**config.mk**
```make
export PLATFORM = sky130hd
export DESIGN_NAME = core_switch_flat
export DESIGN_NICKNAME = d
export VERILOG_FILES = /design/src/rtl/core_switch_pkg.sv /design/src/rtl/core_switch_if.sv /design/src/rtl/core_switch_mux.sv /design/src/rtl/core_switch.sv /design/src/flat_wrapper.sv
export SDC_FILE = /design/constraint.sdc
export NUM_CORES = 1
export LEC_CHECK = 0
export ABC_AREA = 1
export BUFFER_PORTS_ARGS = -buffer_cell sky130_fd_sc_hd__clkbuf_2
export CORE_ASPECT_RATIO = 0.9
export CORE_MARGIN = 2
export CORE_UTILIZATION = 30
export CTS_BUF_LIST = sky130_fd_sc_hd__clkbuf_16
export DETAILED_ROUTE_END_ITERATION = 10
export REMOVE_ABC_BUFFERS = 1
export SYNTH_ARGS = -nofsm -noshare
export SYNTH_HDL_FRONTEND = slang
export SYNTH_SLANG_ARGS = --single-unit
```
**constraint.sdc**
```tcl
create_clock -name clk -period 2.4 [get_ports clk]
set_input_delay 0.12 -clock clk [delete_from_list [all_inputs] [get_ports clk]]
set_output_delay 0.12 -clock clk [all_outputs]
set_load 0.02 [all_outputs]
```
**src/rtl/core_switch_pkg.sv**
```systemverilog
// Shared types for core_switch: FSM states, the per-core video/SD/LED bundle and its blanked value.
package core_switch_pkg;

    typedef enum logic [1:0] {
        RESET = 2'd0,
        START = 2'd1,
        RUN   = 2'd2,
        DRAIN = 2'd3
    } state_t;

    typedef struct packed {
        logic [1:0] r;
        logic [1:0] g;
        logic [1:0] b;
        logic       hs;
        logic       vs;
        logic       hblank;
        logic       vblank;
        logic       cepix;
        logic       sd_cs;
        logic       sd_mosi;
        logic       sd_sck;
        logic       drive_led;
    } video_bus_t;

    // Idle bundle: black, in blanking, SD bus parked deselected, LED off.
    localparam video_bus_t BLANK_BUS = '{
        r: 2'b00, g: 2'b00, b: 2'b00,
        hs: 1'b1, vs: 1'b1, hblank: 1'b1, vblank: 1'b1, cepix: 1'b0,
        sd_cs: 1'b1, sd_mosi: 1'b1, sd_sck: 1'b0, drive_led: 1'b0
    };

endpackage

```
**src/rtl/core_switch_if.sv**
```systemverilog
// Core-facing bus of core_switch: per-core bundles in, per-core enables/resets and muxed bundle out.
interface core_switch_if
    import core_switch_pkg::*;
#(
    parameter int unsigned NUM_CORES = 3
) ();

    video_bus_t [NUM_CORES-1:0] core_in;
    logic       [NUM_CORES-1:0] core_ce;
    logic       [NUM_CORES-1:0] core_n_reset;
    video_bus_t                 vid_out;

    modport master (output core_in, input core_ce, input core_n_reset, input vid_out);
    modport slave  (input core_in, output core_ce, output core_n_reset, output vid_out);

endinterface

```
**src/rtl/core_switch_mux.sv**
```systemverilog
// Registered NUM_CORES-to-1 bundle mux; when blanked it parks the outputs but keeps the last hs/vs.
module core_switch_mux
    import core_switch_pkg::*;
#(
    parameter int unsigned NUM_CORES = 3,
    parameter int unsigned SEL_W     = $clog2(NUM_CORES)
) (
    input  logic                       clk,
    input  logic                       n_reset,
    input  video_bus_t [NUM_CORES-1:0] core_in,
    input  logic       [SEL_W-1:0]     idx,
    input  logic                       blank,
    output video_bus_t                 vid_out
);

    video_bus_t cur_c;
    video_bus_t nxt_c;

    // Sync polarity stays continuous across blanking; cepix keeps the scaler clocked.
    always_comb begin
        cur_c = core_in[idx];
        nxt_c = cur_c;
        if (blank) begin
            nxt_c       = BLANK_BUS;
            nxt_c.hs    = vid_out.hs;
            nxt_c.vs    = vid_out.vs;
            nxt_c.cepix = cur_c.cepix;
        end
    end

    always_ff @(posedge clk or negedge n_reset) begin
        if (!n_reset) vid_out <= BLANK_BUS;
        else          vid_out <= nxt_c;
    end

endmodule

```
**src/rtl/core_switch.sv**
```systemverilog
// Sequenced run/reset/clock-enable owner for NUM_CORES cores with a registered output mux.
// Define CORE_SWITCH_VBLANK_SYNC_EN to align START/DRAIN to vblank (and SD idle) with a timeout.
module core_switch
    import core_switch_pkg::*;
#(
    parameter int unsigned NUM_CORES    = 3,
    parameter int unsigned SEL_W        = $clog2(NUM_CORES),
    parameter int unsigned RST_HOLD     = 16,
    parameter int unsigned SYNC_TIMEOUT = 2000000
) (
    input  logic             clk,
    input  logic             n_reset,
    input  logic [SEL_W-1:0] sel,
    input  logic             rst_req,
    core_switch_if.slave     bus,
    output logic [SEL_W-1:0] active_sel,
    output logic             busy
);

    localparam int unsigned CNT_W = $clog2(RST_HOLD + 1);

    state_t           state;
    logic [CNT_W-1:0] cnt;
    logic [SEL_W-1:0] target;
    logic [SEL_W-1:0] target_c;
    logic             sel_valid_c;
    logic             blank_c;
    logic             start_done_c;
    logic             drain_done_c;

    function automatic logic [NUM_CORES-1:0] onehot(input logic [SEL_W-1:0] i);
        return NUM_CORES'(1) << i;
    endfunction

    assign sel_valid_c = ({1'b0, sel} < (SEL_W + 1)'(NUM_CORES));
    assign target_c    = sel_valid_c ? sel : target;
    assign blank_c     = !(state == RUN || state == DRAIN);

`ifdef CORE_SWITCH_VBLANK_SYNC_EN
    localparam int unsigned TMO_W = $clog2(SYNC_TIMEOUT + 1);

    video_bus_t       act_c;
    logic             vb_d;
    logic             vb_rise_c;
    logic             tmo_hit_c;
    logic [TMO_W-1:0] tmo;

    assign act_c        = bus.core_in[active_sel];
    assign vb_rise_c    = act_c.vblank & ~vb_d;
    assign tmo_hit_c    = (tmo == TMO_W'(SYNC_TIMEOUT - 1));
    assign start_done_c = vb_rise_c | tmo_hit_c;
    assign drain_done_c = (vb_rise_c & act_c.sd_cs) | tmo_hit_c;

    // Vblank delay and wait timer; the timer is zero whenever START/DRAIN is entered.
    always_ff @(posedge clk or negedge n_reset) begin
        if (!n_reset) begin
            vb_d <= 1'b0;
            tmo  <= '0;
        end else begin
            vb_d <= act_c.vblank;
            if (state == START || state == DRAIN) tmo <= tmo + TMO_W'(1);
            else                                  tmo <= '0;
        end
    end
`else
    assign start_done_c = 1'b1;
    assign drain_done_c = 1'b1;
`endif

    // Lifecycle FSM; enables, resets and busy are registered alongside the state.
    always_ff @(posedge clk or negedge n_reset) begin
        if (!n_reset) begin
            state            <= RESET;
            cnt              <= CNT_W'(RST_HOLD);
            active_sel       <= '0;
            target           <= '0;
            bus.core_ce      <= '0;
            bus.core_n_reset <= '0;
            busy             <= 1'b1;
        end else if (rst_req) begin
            state            <= RESET;
            cnt              <= CNT_W'(RST_HOLD);
            bus.core_ce      <= '0;
            bus.core_n_reset <= '0;
            busy             <= 1'b1;
            if (state == RESET) target <= target_c;
        end else begin
            case (state)
                RESET: begin
                    target <= target_c;
                    if (cnt != '0) begin
                        cnt <= cnt - CNT_W'(1);
                    end else begin
                        state            <= START;
                        active_sel       <= target_c;
                        bus.core_ce      <= onehot(target_c);
                        bus.core_n_reset <= onehot(target_c);
                    end
                end
                START: begin
                    if (start_done_c) begin
                        state <= RUN;
                        busy  <= 1'b0;
                    end
                end
                RUN: begin
                    if (sel_valid_c && sel != active_sel) begin
                        target <= sel;
                        state  <= DRAIN;
                        busy   <= 1'b1;
                    end
                end
                DRAIN: begin
                    if (drain_done_c) begin
                        state            <= RESET;
                        cnt              <= CNT_W'(RST_HOLD);
                        bus.core_ce      <= '0;
                        bus.core_n_reset <= '0;
                    end
                end
                default: state <= RESET;
            endcase
        end
    end

    core_switch_mux #(
        .NUM_CORES (NUM_CORES),
        .SEL_W     (SEL_W)
    ) u_mux (
        .clk     (clk),
        .n_reset (n_reset),
        .core_in (bus.core_in),
        .idx     (active_sel),
        .blank   (blank_c),
        .vid_out (bus.vid_out)
    );

endmodule

```
**src/flat_wrapper.sv**
```systemverilog
// flat-port wrapper written by rule: the top's interface ports become plain ports
module core_switch_flat import core_switch_pkg::*;
#(
    parameter int unsigned NUM_CORES    = 3,
    parameter int unsigned SEL_W        = $clog2(NUM_CORES),
    parameter int unsigned RST_HOLD     = 16,
    parameter int unsigned SYNC_TIMEOUT = 2000000
)
  (clk, n_reset, sel, rst_req, active_sel, busy, bus_core_in, bus_core_ce, bus_core_n_reset, bus_vid_out);
  core_switch_if #(.NUM_CORES(NUM_CORES)) bus_i ();
  input  logic clk;
  input  logic n_reset;
  input  logic [SEL_W-1:0] sel;
  input  logic rst_req;
  output logic [SEL_W-1:0] active_sel;
  output logic busy;
  input wire logic [$bits(bus_i.core_in)-1:0] bus_core_in;
  output wire logic [$bits(bus_i.core_ce)-1:0] bus_core_ce;
  output wire logic [$bits(bus_i.core_n_reset)-1:0] bus_core_n_reset;
  output wire logic [$bits(bus_i.vid_out)-1:0] bus_vid_out;
  assign bus_i.core_in = bus_core_in;
  assign bus_core_ce = bus_i.core_ce;
  assign bus_core_n_reset = bus_i.core_n_reset;
  assign bus_vid_out = bus_i.vid_out;
  core_switch #(.NUM_CORES(NUM_CORES), .SEL_W(SEL_W), .RST_HOLD(RST_HOLD), .SYNC_TIMEOUT(SYNC_TIMEOUT)) u_core (.clk(clk), .n_reset(n_reset), .sel(sel), .rst_req(rst_req), .bus(bus_i), .active_sel(active_sel), .busy(busy));
endmodule
```
# Word-level counts from Yosys, hierarchy flattened
# Cells that the tools add are included.
# word_totals
ff_bits	30
# classes
muxes	21
n_reduce_logical	13
addsub	1
n_lt_le_gt_ge	2
n_bitwise	2
eq_ne	8
shift	1
# ops
cell	n
$bmux 15 s2	1
$mux 15	2
$mux 2	7
$mux 5	2
$pmux 5 s2	1
$ne 3x3->1 const B	3
$pmux 2 s4	1
$reduce_and 2->1	4
$mux 3	2
$pmux 3 s2	1
$reduce_and 3->1	2
$reduce_bool 3->1	2
$reduce_bool 5->1	1
$sub 5x1->5 const B	1
$eq 2x2->1 const B	2
$pmux 2 s2	1
$lt 2x3->1 const B	1
$shl 1x2->3 const A	1
$eq 2x1->1 const B	1
$logic_not 2->1	1
$lt 2x2->1 const B	1
$mux 1	2
$ne 2x1->1 const B	1
$ne 2x2->1	1
other kinds (5)	6

# Depth between registers and ports, before layout
# Gate-level depths: netlist of run 1.
# logic_depth
ltp_word	6
ltp_mapped	9
ltp_nobuf	9

# Modules after synthesis
# A second synthesis of run 1 with hierarchy kept.
# hier_totals
cells_unflattened	255
hier_area_um2	1846.8
# by_module_without_submodules
module	area_each_um2	n_inst	seq_area_each_um2	cells_each
core_switch	963.4	1	377.9	130
core_switch_mux	883.3	1	382.9	125

# Worst setup path after synthesis of run 1
# OpenSTA, ideal clock, no wires.
# synth_path
path_type	reg-to-reg
startpoint	register u_core.state[0]
endpoint	register u_core.cnt[3]
arrival_ns	1.240
stages_incl_launch_ff	10
slack_ns	1.043
required_ns	2.283
path_buffers	0
cell_sequence	dfrtp_1 > inv_1 > ha_1 > inv_1 > nor2_2 > inv_1 > nor2_2 > nor2_2 > nand2_1 > nand2_1
# synth_via
elab_chain_cells	3
word_cells_on_any_way	7
classes_between	eq/ne (2); mux (2); reduce/logical (3)
# synth_rtl
item	line_no	rtl
start, declared	core_switch.sv:22	state_t state;
start signal, assigned	core_switch.sv:73	state <= RESET;
start signal, assigned	core_switch.sv:81	state <= RESET;
start signal, assigned	core_switch.sv:94	state <= START;
$eq 2x2->1 or $logic_not 2->1 (tied branches)	core_switch.sv:88	case (state)
$pmux 5 s2, or another cell as far along	core_switch.sv:88	
$mux 5 or $reduce_and 2->1 (tied branches)	-	
end signal, assigned	core_switch.sv:74	cnt <= CNT_W'(RST_HOLD);
end signal, assigned	core_switch.sv:82	cnt <= CNT_W'(RST_HOLD);
end signal, assigned	core_switch.sv:92	cnt <= cnt - CNT_W'(1);
end, declared	core_switch.sv:23	logic [CNT_W-1:0] cnt;
# Parallel ways exist; a longest one is shown, timed or not.
# A chain may end at the register's enable or synchronous reset.

# Worst setup path after layout of run 1
# layout_path
startpoint	register u_core.active_sel[1]
endpoint	register u_core.state[0]
# layout_via
elab_chain_cells	4
# layout_rtl
item	line_no	rtl
start, declared	core_switch.sv:16	output logic [SEL_W-1:0] active_sel,
start signal, assigned	core_switch.sv:95	active_sel <= target_c;
$ne 2x2->1	core_switch.sv:107	if (sel_valid_c && sel != active_sel) begin
$logic_and 1x1->1	core_switch.sv:107	
$ne 3x3->1 (no source line)	-	
$reduce_and 2->1 (no source line)	-	
end signal, assigned	core_switch.sv:109	state <= DRAIN;
end signal, assigned	core_switch.sv:115	state <= RESET;
end signal, assigned	core_switch.sv:121	default: state <= RESET;
# No other way between the ends.

==> flow_summary.ini, run 1 <==
[critical_path]
path_class = reg2reg
critPathRequiredTime_ns = 2.55
cp.arrival_ns = 1.70
critPathCaptureType = flip-flop
crit_path_start_kind = flip-flop
path_cells = inv_1, nor2_2, nor2_2, nand3_4, nand2_2, nand2_1, nand2_1
crit_path_max_fanout = 14
cp_slowest_cell = dfrtp_1
cp_slowest_stage_delay_ns = 0.68

[finish]
layout_commonest_cell = clkbuf_2
area_growth_pct = 31.8
nFillCells = 582
num_antenna_cells = 0
nNetsFinal = 358
seqCellArea_um2 = 761
drive_above_1_share_pct = 35.3
multi_input_area_um2 = 831
final_cell_mix = 73 x clkbuf_2, 57 x nand2_1, 38 x nor2_1, 22 x o21ai_0, 22 x dfrtp_1

[outcome]
status = finished, final reports clean

[detailed_routing]
routed-via-count = 1712
vias_per_cell = 4.59
totalWireLength_mm = 4.57
drt_iter0_drc = 77
wire_per_inst_um = 12.2
route.detailed.drc = 0
ant_nets = 0
firstDrtPassIters = 4

[clock_network]
cts_buffer_depth = 2
root_buffer = clkbuf_16
cts_tree = yes
cts_inserted_buffers = 5
clock_latency_ns = 0.27
cts.clk_slew.worst_paths_ns = 0.05
clock_sinks = 30
h-tree-depth = 2

[sta]
worst_pin_slew_ns = 0.765
hold_viol_final = 0
finalSetupTns_ns = 0
whs_ns = 0.0615
period_share_pct = 64.4
post-route-min-period_ns = 1.55
rsz0062_at_grt = no
setup_viol = 0
fmax_mhz = 647
skew_ns = 0.00506
slew_headroom_pct = 49.0
slew_viol_final = 0

[min_path]
hold_path_class = in2reg

[logic_synthesis]
synthCells = 228
ys_seq_elements = 30
ys.warnings.count = 0
synth_cell_types = 23
syn_avg_cell_area_um2 = 7.58
seq_area_frac_synth_pct = 44.0
syn_area_um2 = 1730

[place]
numPortBuffers = 73
dp_hpwl_mm = 3.37
gp_congestion = 0.831

[global_routing]
grt_util_all_layers_pct = 14.7
grt_overflow_total = 0
antenna_found_initial = 0
grt_pass1_vias = 1561
grt_max_degree = 31
grt_pass1_wl_mm = 7.43

[floorplan]
initial_core_util_pct = 30.7
boundaryPins = 74
rows = 26
core_area_um2 = 5630
die_area_um2 = 6390
die_y_um = 76.0
die_x_um = 84.0

[run]
cap_violations = 0

[power_and_ir_drop]
power_leakage_nw = 1.20
cellPowerDensity_nw_per_um2 = 1240
vdd_drop_max_v = 0.000454
[worst paths after layout]
check,from,to,slack (ns),depth (start not counted)
min in group asynchronous,n_reset,u_core.u_mux.vid_out[9]$_DFF_PN0_,0.46,2
max,u_core.active_sel[1]$_DFFE_PN0P_,u_core.state[0]$_DFFE_PN0P_,0.85,7
max reg2reg,u_core.active_sel[1]$_DFFE_PN0P_,u_core.state[0]$_DFFE_PN0P_,0.85,7
max in group asynchronous,n_reset,u_core.u_mux.vid_out[4]$_DFF_PN0_,1.46,2
min,bus_core_in[37],u_core.u_mux.vid_out[7]$_DFFE_PN1N_,0.06,3
min reg2reg,u_core.busy$_DFFE_PN1P_,u_core.busy$_DFFE_PN1P_,0.46,2
[kinds of logic (layout without fill, tap and decap cells)]
kind of cell	after synthesis	after routing	share of synthesized area, %
simple gates	122	122	31.1
compound gates	41	41	12.6
flops	30	30	44.0
buf+inv	29	104	7.96
fa+ha+maj	6	6	4.34
[what timing repair did]
action                                 in CTS  in global routing
gates resized for setup                     0                  0
hold buffers                                1                  0
buffers inserted                            0                  0
endpoints found under the hold margin      22                  0
[layer usage]
metal	track usage (%)	vias to the layer above	share of wire, %
met1	19.0	772	47
li1	-	871	-
met4	4.84	0	0.83
met2	23.4	64	45
met5	0	-	0
met3	4.88	5	7.4
[report_power, final]
part | switching, mW | leakage, nW | internal, mW
logic | 0.898 | 0.763 | 0.461
clock network | 0.205 | 0.0663 | 0.372
registers | 0.141 | 0.373 | 0.739
[metrics by stage]
stage	std cells	instance area [µm²]	power [mW]	util, %	setup WS [ns]
floorplan	220	1670	1.82	-	1.00
global placement	364	2130	2.23	37.9	0.854
detailed placement	364	2130	2.25	37.9	0.836
CTS	373	2280	2.85	40.5	0.824
global route	373	2280	3.06	40.5	0.624
finish	373	2280	2.82	40.5	0.855
[cells in the mapped netlist]
cell type  instances  area share [%]
or2_2              1            0.36
dfstp_2            8              12
inv_1             17             3.7
buf_6              1            0.65
o21ai_0           22             6.4
nor2_2             5             1.8
nand2_2            6             2.2
buf_2              3            0.87
dfrtp_1           22              32
a21oi_1           11             3.2
o21ai_1            2            0.58
nand3_4            1             1.0
o211ai_1           4             1.7
nand2_1           57              12
a31oi_1            2            0.72
inv_4              1            0.36
nor2_4             2             1.3
nand3b_2           1            0.65
ha_1               6             4.3
inv_2              3            0.65
nor2_1            38             8.2
buf_4              4             1.7
nand3_1           11             3.2
[critical path: cells and delay by family, from the launching register on]
family	cells	cell delay, ns
simple gates	6	0.51
buf+inv	1	0.24
flops	1	0.68
[sequential cells by signal, indices dropped and copies added (netlist names)]
register / cells
u_core.u_mux.vid_out: 15
u_core.cnt: 5
u_core.bus.core_ce: 3
u_core.active_sel: 2
u_core.state: 2
u_core.target: 2
u_core.busy: 1
[area by class of cell]
cell class                 instances  area share, %
multi-input combinational        169           36.4
sequential                        30           33.4
timing repair buffer              75           16.8
clock buffer                       5           5.49
tap                               70           3.84
inverter                          21           3.57
clock inverter                     3          0.494
No activity file was read; power rests on OpenSTA's default activity.
==> inputs of run 2 (changes only) <==
Clock period 2.4 ns to 1.6 ns, I/O delays scaled along.
==> run 2 against run 1 <==
  * Via count fell by 2.5%
  * Count of clock-buffer cells in the layout unchanged
  * Sequential cell count stayed put
  * Routed wire length down 8.0%
  * Combinational power grew 53%
  * Non-clock buffer count grew 2
  * Global-route usage is 0.47 points lower
  * Clock skew decreased by 0.0036 ns
  * Clock power rose by 53%
  * Total power up 51%
  * Final area up 1.2%
  * Register-to-register slack worse by 0.71 ns
==> flow_summary.ini, run 2 (synthesis gave the netlist of run 1 again) <==
[power_and_ir_drop]
cellPowerDensity_nw_per_um2 = 1840
sw_frac_of_total_pct = 43.5
p_int_mw = 2.40
p_comb_share_pct = 48.9
switching_power_mw = 1.85
power_leakage_nw = 1.21
seqPwrFrac_pct = 30.3
power_frac_clock_pct = 20.8
vdd_drop_max_v = 0.000857

[sta]
fmax_mhz = 687
slew_headroom_pct = 50.5
period_share_pct = 91.0
hold_viol_final = 0
worst_pin_slew_ns = 0.743
setup_viol = 0
slew_viol_final = 0
rsz0062_at_grt = no
finalSetupTns_ns = 0
whs_ns = 0.0210
skew_ns = 0.00143
post-route-min-period_ns = 1.46

[clock_network]
cts_tree = yes
h-tree-depth = 2
post_cts_buffers = 0
clock_sinks = 30
clock_latency_ns = 0.27
cts.clk_slew.worst_paths_ns = 0.05
cts_inserted_buffers = 5
cts_buffer_depth = 2
root_buffer = clkbuf_16

[critical_path]
crit_family = simple AND/OR/NAND/NOR gates
critPathRequiredTime_ns = 1.76
crit_path_start = u_core.state[0]$_DFFE_PN0P_
r2r-end = u_core.cnt[1]$_DFFE_PN0P_
cp.arrival_ns = 1.62
cp_slowest_cell = dfrtp_1
regToRegSetupSlack_ns = 0.14
critPathCaptureType = flip-flop
crit_path_max_fanout = 5
ff2ff_path_depth = 9
cpMostUsedCell = inv_1
r2r-start = u_core.state[0]$_DFFE_PN0P_
path_class = reg2reg
path_cells = inv_1, ha_2, inv_1, nor2_2, inv_1, nor2_4, nor2_2, nand2_1, nand2_1
crit_buf_inv = 3
crit_path_start_kind = flip-flop
cp_slowest_stage_delay_ns = 0.41
cp.depth = 9
cp-endpoint = u_core.cnt[1]$_DFFE_PN0P_

[min_path]
hold_path_class = in2reg
min_path_cells = 3

[floorplan]
core_area_um2 = 5630
die_area_um2 = 6390
die_x_um = 84.0
rows = 26
die_y_um = 76.0
boundaryPins = 74
initial_core_util_pct = 30.7

[detailed_routing]
dr_wl_met3_um = 325
drt_iter0_drc = 64
route.detailed.drc = 0
vias_per_cell = 4.45
routed.top_layer = met4
wire_per_inst_um = 11.2
ant_nets = 0
wl_met1_mm = 1.92
routed-via-count = 1670
firstDrtPassIters = 4
wl_met2_mm = 1.93
totalWireLength_mm = 4.20

[finish]
reg_top3 = u_core.u_mux.vid_out: 15 flops, u_core.cnt: 5 flops, u_core.bus.core_ce: 3 flops
nFillCells = 590
top_register = u_core.u_mux.vid_out
final_cell_mix = 73 x clkbuf_2, 57 x nand2_1, 38 x nor2_1, 22 x o21ai_0, 22 x dfrtp_1
nNetsFinal = 360
largest_reg_flops = 15
area_growth_pct = 33.4
drive_above_1_share_pct = 36.7
num_antenna_cells = 0
layout_commonest_cell = clkbuf_2

[place]
dp_hpwl_mm = 3.18
gp_congestion = 0.844
numPortBuffers = 73

[global_routing]
grt_overflow_total = 0
grt_pass1_wl_mm = 7.31
antenna_found_initial = 0
grt_util_all_layers_pct = 14.3
grt_pass1_vias = 1597
grt_max_degree = 31

[run]
cap_violations = 0

[outcome]
status = finished, final reports clean
## run 2: per-stage QoR
stage | instances | utilization [%] | total power [mW] | area (µm²) | setup WS (ns)
after global placement | 366 | 38.2 | 3.37 | 2150 | 0.168
after detailed placement | 366 | 38.2 | 3.40 | 2150 | 0.113
after CTS | 375 | 40.9 | 4.31 | 2300 | 0.101
final | 375 | 41.0 | 4.25 | 2310 | 0.144
after floorplan | 220 | - | 2.72 | 1670 | 0.201
after global routing | 375 | 41.0 | 4.65 | 2310 | 0.0234
## run 2: area by class of cell
type,instances,area (µm²),area share (%)
clock inverters,3,16.3,0.705
multi-input cells,169,838,36.3
flip-flops and latches,30,761,33.0
inverters,21,81.3,3.52
repair buffers,77,398,17.2
well taps,70,87.6,3.80
clock buffers,5,125,5.42
## run 2: power by group through the flow
stage | clock network, mW | registers (mW) | logic (mW)
2_1_floorplan | 0 | 1.60 | 1.12
6_report | 0.883 | 1.29 | 2.08
3_3_place_gp | 0 | 1.29 | 2.08
3_5_place_dp | 0 | 1.30 | 2.10
5_1_grt | 0.959 | 1.32 | 2.37
4_1_cts | 0.916 | 1.29 | 2.11
## run 2: layer usage
metal,GRT usage (%),up-vias
met1,17.7,725
met4,3.87,0
li1,-,874
met5,0,-
met3,5.20,2
met2,23.5,69
## run 2: worst min-delay path by stage
| stage | start | endpoint |
|---|---|---|
| after floorplan | n_reset | u_core.active_sel[0]$_DFFE_PN0P_ |
| after global placement | n_reset | u_core.target[1]$_DFFE_PN0P_ |
| after detailed placement | n_reset | u_core.target[1]$_DFFE_PN0P_ |
| after CTS | bus_core_in[37] | u_core.u_mux.vid_out[7]$_DFFE_PN1N_ |
| after global routing | bus_core_in[37] | u_core.u_mux.vid_out[7]$_DFFE_PN1N_ |
| final | bus_core_in[37] | u_core.u_mux.vid_out[7]$_DFFE_PN1N_ |
## run 2: tightest hold or removal path: stages
cell      delay, ns
clkbuf_2       0.08
nand2_1        0.05
a31oi_1        0.07
## run 2: repair_timing
| action | in CTS | in global routing |
|---|---|---|
| endpoints found under the setup margin | 0 | 4 |
| endpoints found under the hold margin | 22 | 0 |
| gates resized for setup | 0 | 2 |
| hold buffers | 1 | 0 |
==> inputs of run 3 (changes only) <==
Settings changed: CTS_BUF_LIST sky130_fd_sc_hd__clkbuf_16 to sky130_fd_sc_hd__clkbuf_4 sky130_fd_sc_hd__clkbuf_8.
==> run 3 against run 2 <==
  * Final area is 2.0% lower
  * Count of clock-buffer cells in the layout grew 1
  * Clock skew is 0.0012 ns higher
  * Sequential share of layout area rose by 0.68 points
  * Sequential power hardly changed
  * Die area did not move
  * Cell count is the same
==> flow_summary.ini, run 3 (synthesis gave the netlist of run 1 again) <==
[detailed_routing]
ant_nets = 0
drt_iter0_drc = 68
wire_per_inst_um = 11.2
vias_per_cell = 4.36
route.detailed.drc = 0
routed-via-count = 1634
totalWireLength_mm = 4.19
firstDrtPassIters = 4

[floorplan]
boundaryPins = 74
rows = 26
die_y_um = 76.0
die_x_um = 84.0
die_area_um2 = 6390
initial_core_util_pct = 30.7
core_area_um2 = 5630

[clock_network]
h-tree-depth = 2
clock_latency_ns = 0.28
root_buffer = clkbuf_8
cts_buffer_depth = 2
clock_sinks = 30
cts_tree = yes
cts_inserted_buffers = 5
cts.clk_slew.worst_paths_ns = 0.06

[sta]
skew_ns = 0.00262
setup_viol = 0
finalSetupTns_ns = 0
worst_pin_slew_ns = 0.740
post-route-min-period_ns = 1.46
fmax_mhz = 687
hold_viol_final = 0
rsz0062_at_grt = no
period_share_pct = 91.0
slew_viol_final = 0
slew_headroom_pct = 50.7

[finish]
drive_above_1_share_pct = 37.0
layout_commonest_cell = clkbuf_2
nFillCells = 598
reg_top3 = u_core.u_mux.vid_out: 15 flops, u_core.cnt: 5 flops, u_core.bus.core_ce: 3 flops
num_antenna_cells = 0
largest_reg_flops = 15
nNetsFinal = 360
seqCellArea_um2 = 761
final_cell_mix = 73 x clkbuf_2, 57 x nand2_1, 38 x nor2_1, 22 x o21ai_0, 22 x dfrtp_1
top_register = u_core.u_mux.vid_out
area_growth_pct = 30.8
fin_area_um2 = 2260
multi_input_area_um2 = 838

[global_routing]
grt_max_degree = 31
grt_pass1_wl_mm = 7.29
grt_pass1_vias = 1592
grt_util_all_layers_pct = 14.2
antenna_found_initial = 0
grt_overflow_total = 0

[critical_path]
critPathCaptureType = flip-flop
regToRegSetupSlack_ns = 0.14
crit_path_start_kind = flip-flop
crit_path_max_fanout = 5
r2r-end = u_core.cnt[1]$_DFFE_PN0P_
cp.arrival_ns = 1.63
r2r-start = u_core.state[0]$_DFFE_PN0P_
critPathRequiredTime_ns = 1.77
path_class = reg2reg
ff2ff_path_depth = 9

[min_path]
whs_endpoint = u_core.u_mux.vid_out[7]$_DFFE_PN1N_
min_path_cells = 3
hp-start = bus_core_in[37]
hold_path_class = in2reg

[place]
gp_congestion = 0.844
dp_hpwl_mm = 3.18
placed_area_um2 = 2150
numPortBuffers = 73

[outcome]
status = finished, final reports clean

[run]
cap_violations = 0

[power_and_ir_drop]
vdd_drop_max_v = 0.000602
cellPowerDensity_nw_per_um2 = 1760
power_leakage_nw = 1.19
-- run 3: through the flow --
step | power, mW | hold slack (ns) | utilization [%] | std cells | setup WS [ns]
final | 3.99 | 0.0103 | 40.2 | 375 | 0.144
after global routing | 4.39 | 0.0141 | 40.2 | 375 | 0.0212
after CTS | 4.06 | 0.000168 | 40.0 | 375 | 0.103
after detailed placement | 3.40 | 0.184 | 38.2 | 366 | 0.113
after global placement | 3.37 | 0.178 | 38.2 | 366 | 0.168
after floorplan | 2.72 | -0.216 | - | 220 | 0.201
-- run 3: area by class of cell --
class / instances / share of cell area, %
Timing Repair Buffer: 77 / 17.6
Multi-Input combinational cell: 169 / 37.1
Tap cell: 70 / 3.87
Clock inverter: 2 / 0.553
Sequential cell: 30 / 33.6
Clock buffer: 6 / 3.65
Inverter: 21 / 3.60
-- run 3: metal layers --
metal  global-route usage (%)  vias up  share of wire [%]
li1                         -      874                  -
met1                     17.7      697                 45
met2                     23.3       58                 45
met3                     4.88        5                8.1
met4                     4.35        0                1.2
met5                        0        -                  0
-- run 3: critical path, cell delays in order (launching register included) --
cell	delay [ns]
dfrtp_1	0.41
inv_1	0.12
ha_2	0.22
inv_1	0.06
nor2_2	0.13
inv_1	0.09
nor2_4	0.13
nor2_2	0.07
nand2_1	0.07
nand2_1	0.05
-- run 3: how the worst max path moves through the flow --
stage                                startpoint                            to  slack, ns  cells after the start
4_1_cts             u_core.state[0]$_DFFE_PN0P_     u_core.cnt[1]$_DFFE_PN0P_       0.10                      9
3_3_place_gp        u_core.state[0]$_DFFE_PN0P_     u_core.cnt[1]$_DFFE_PN0P_       0.17                      9
3_5_place_dp        u_core.state[0]$_DFFE_PN0P_     u_core.cnt[1]$_DFFE_PN0P_       0.11                      9
5_1_grt             u_core.state[0]$_DFFE_PN0P_  u_core.target[0]$_DFFE_PN0P_       0.02                      7
6_report            u_core.state[0]$_DFFE_PN0P_     u_core.cnt[1]$_DFFE_PN0P_       0.14                      9
2_1_floorplan  u_core.active_sel[0]$_DFFE_PN0P_   u_core.state[0]$_DFFE_PN0P_       0.20                      7
-- run 3: power breakdown --
part	switching, mW	leakage [nW]	internal (mW)
clock	0.288	0.0472	0.345
sequential	0.178	0.373	1.11
combinational	1.35	0.773	0.724
total	1.81	1.19	2.18
-- run 3: repair_timing --
action                                 4_1_cts  5_1_grt
hold buffers                                 1        0
resized for setup                            0        2
setup endpoints to repair                    0        3
endpoints found under the hold margin       22        0
buffers inserted                             0        0
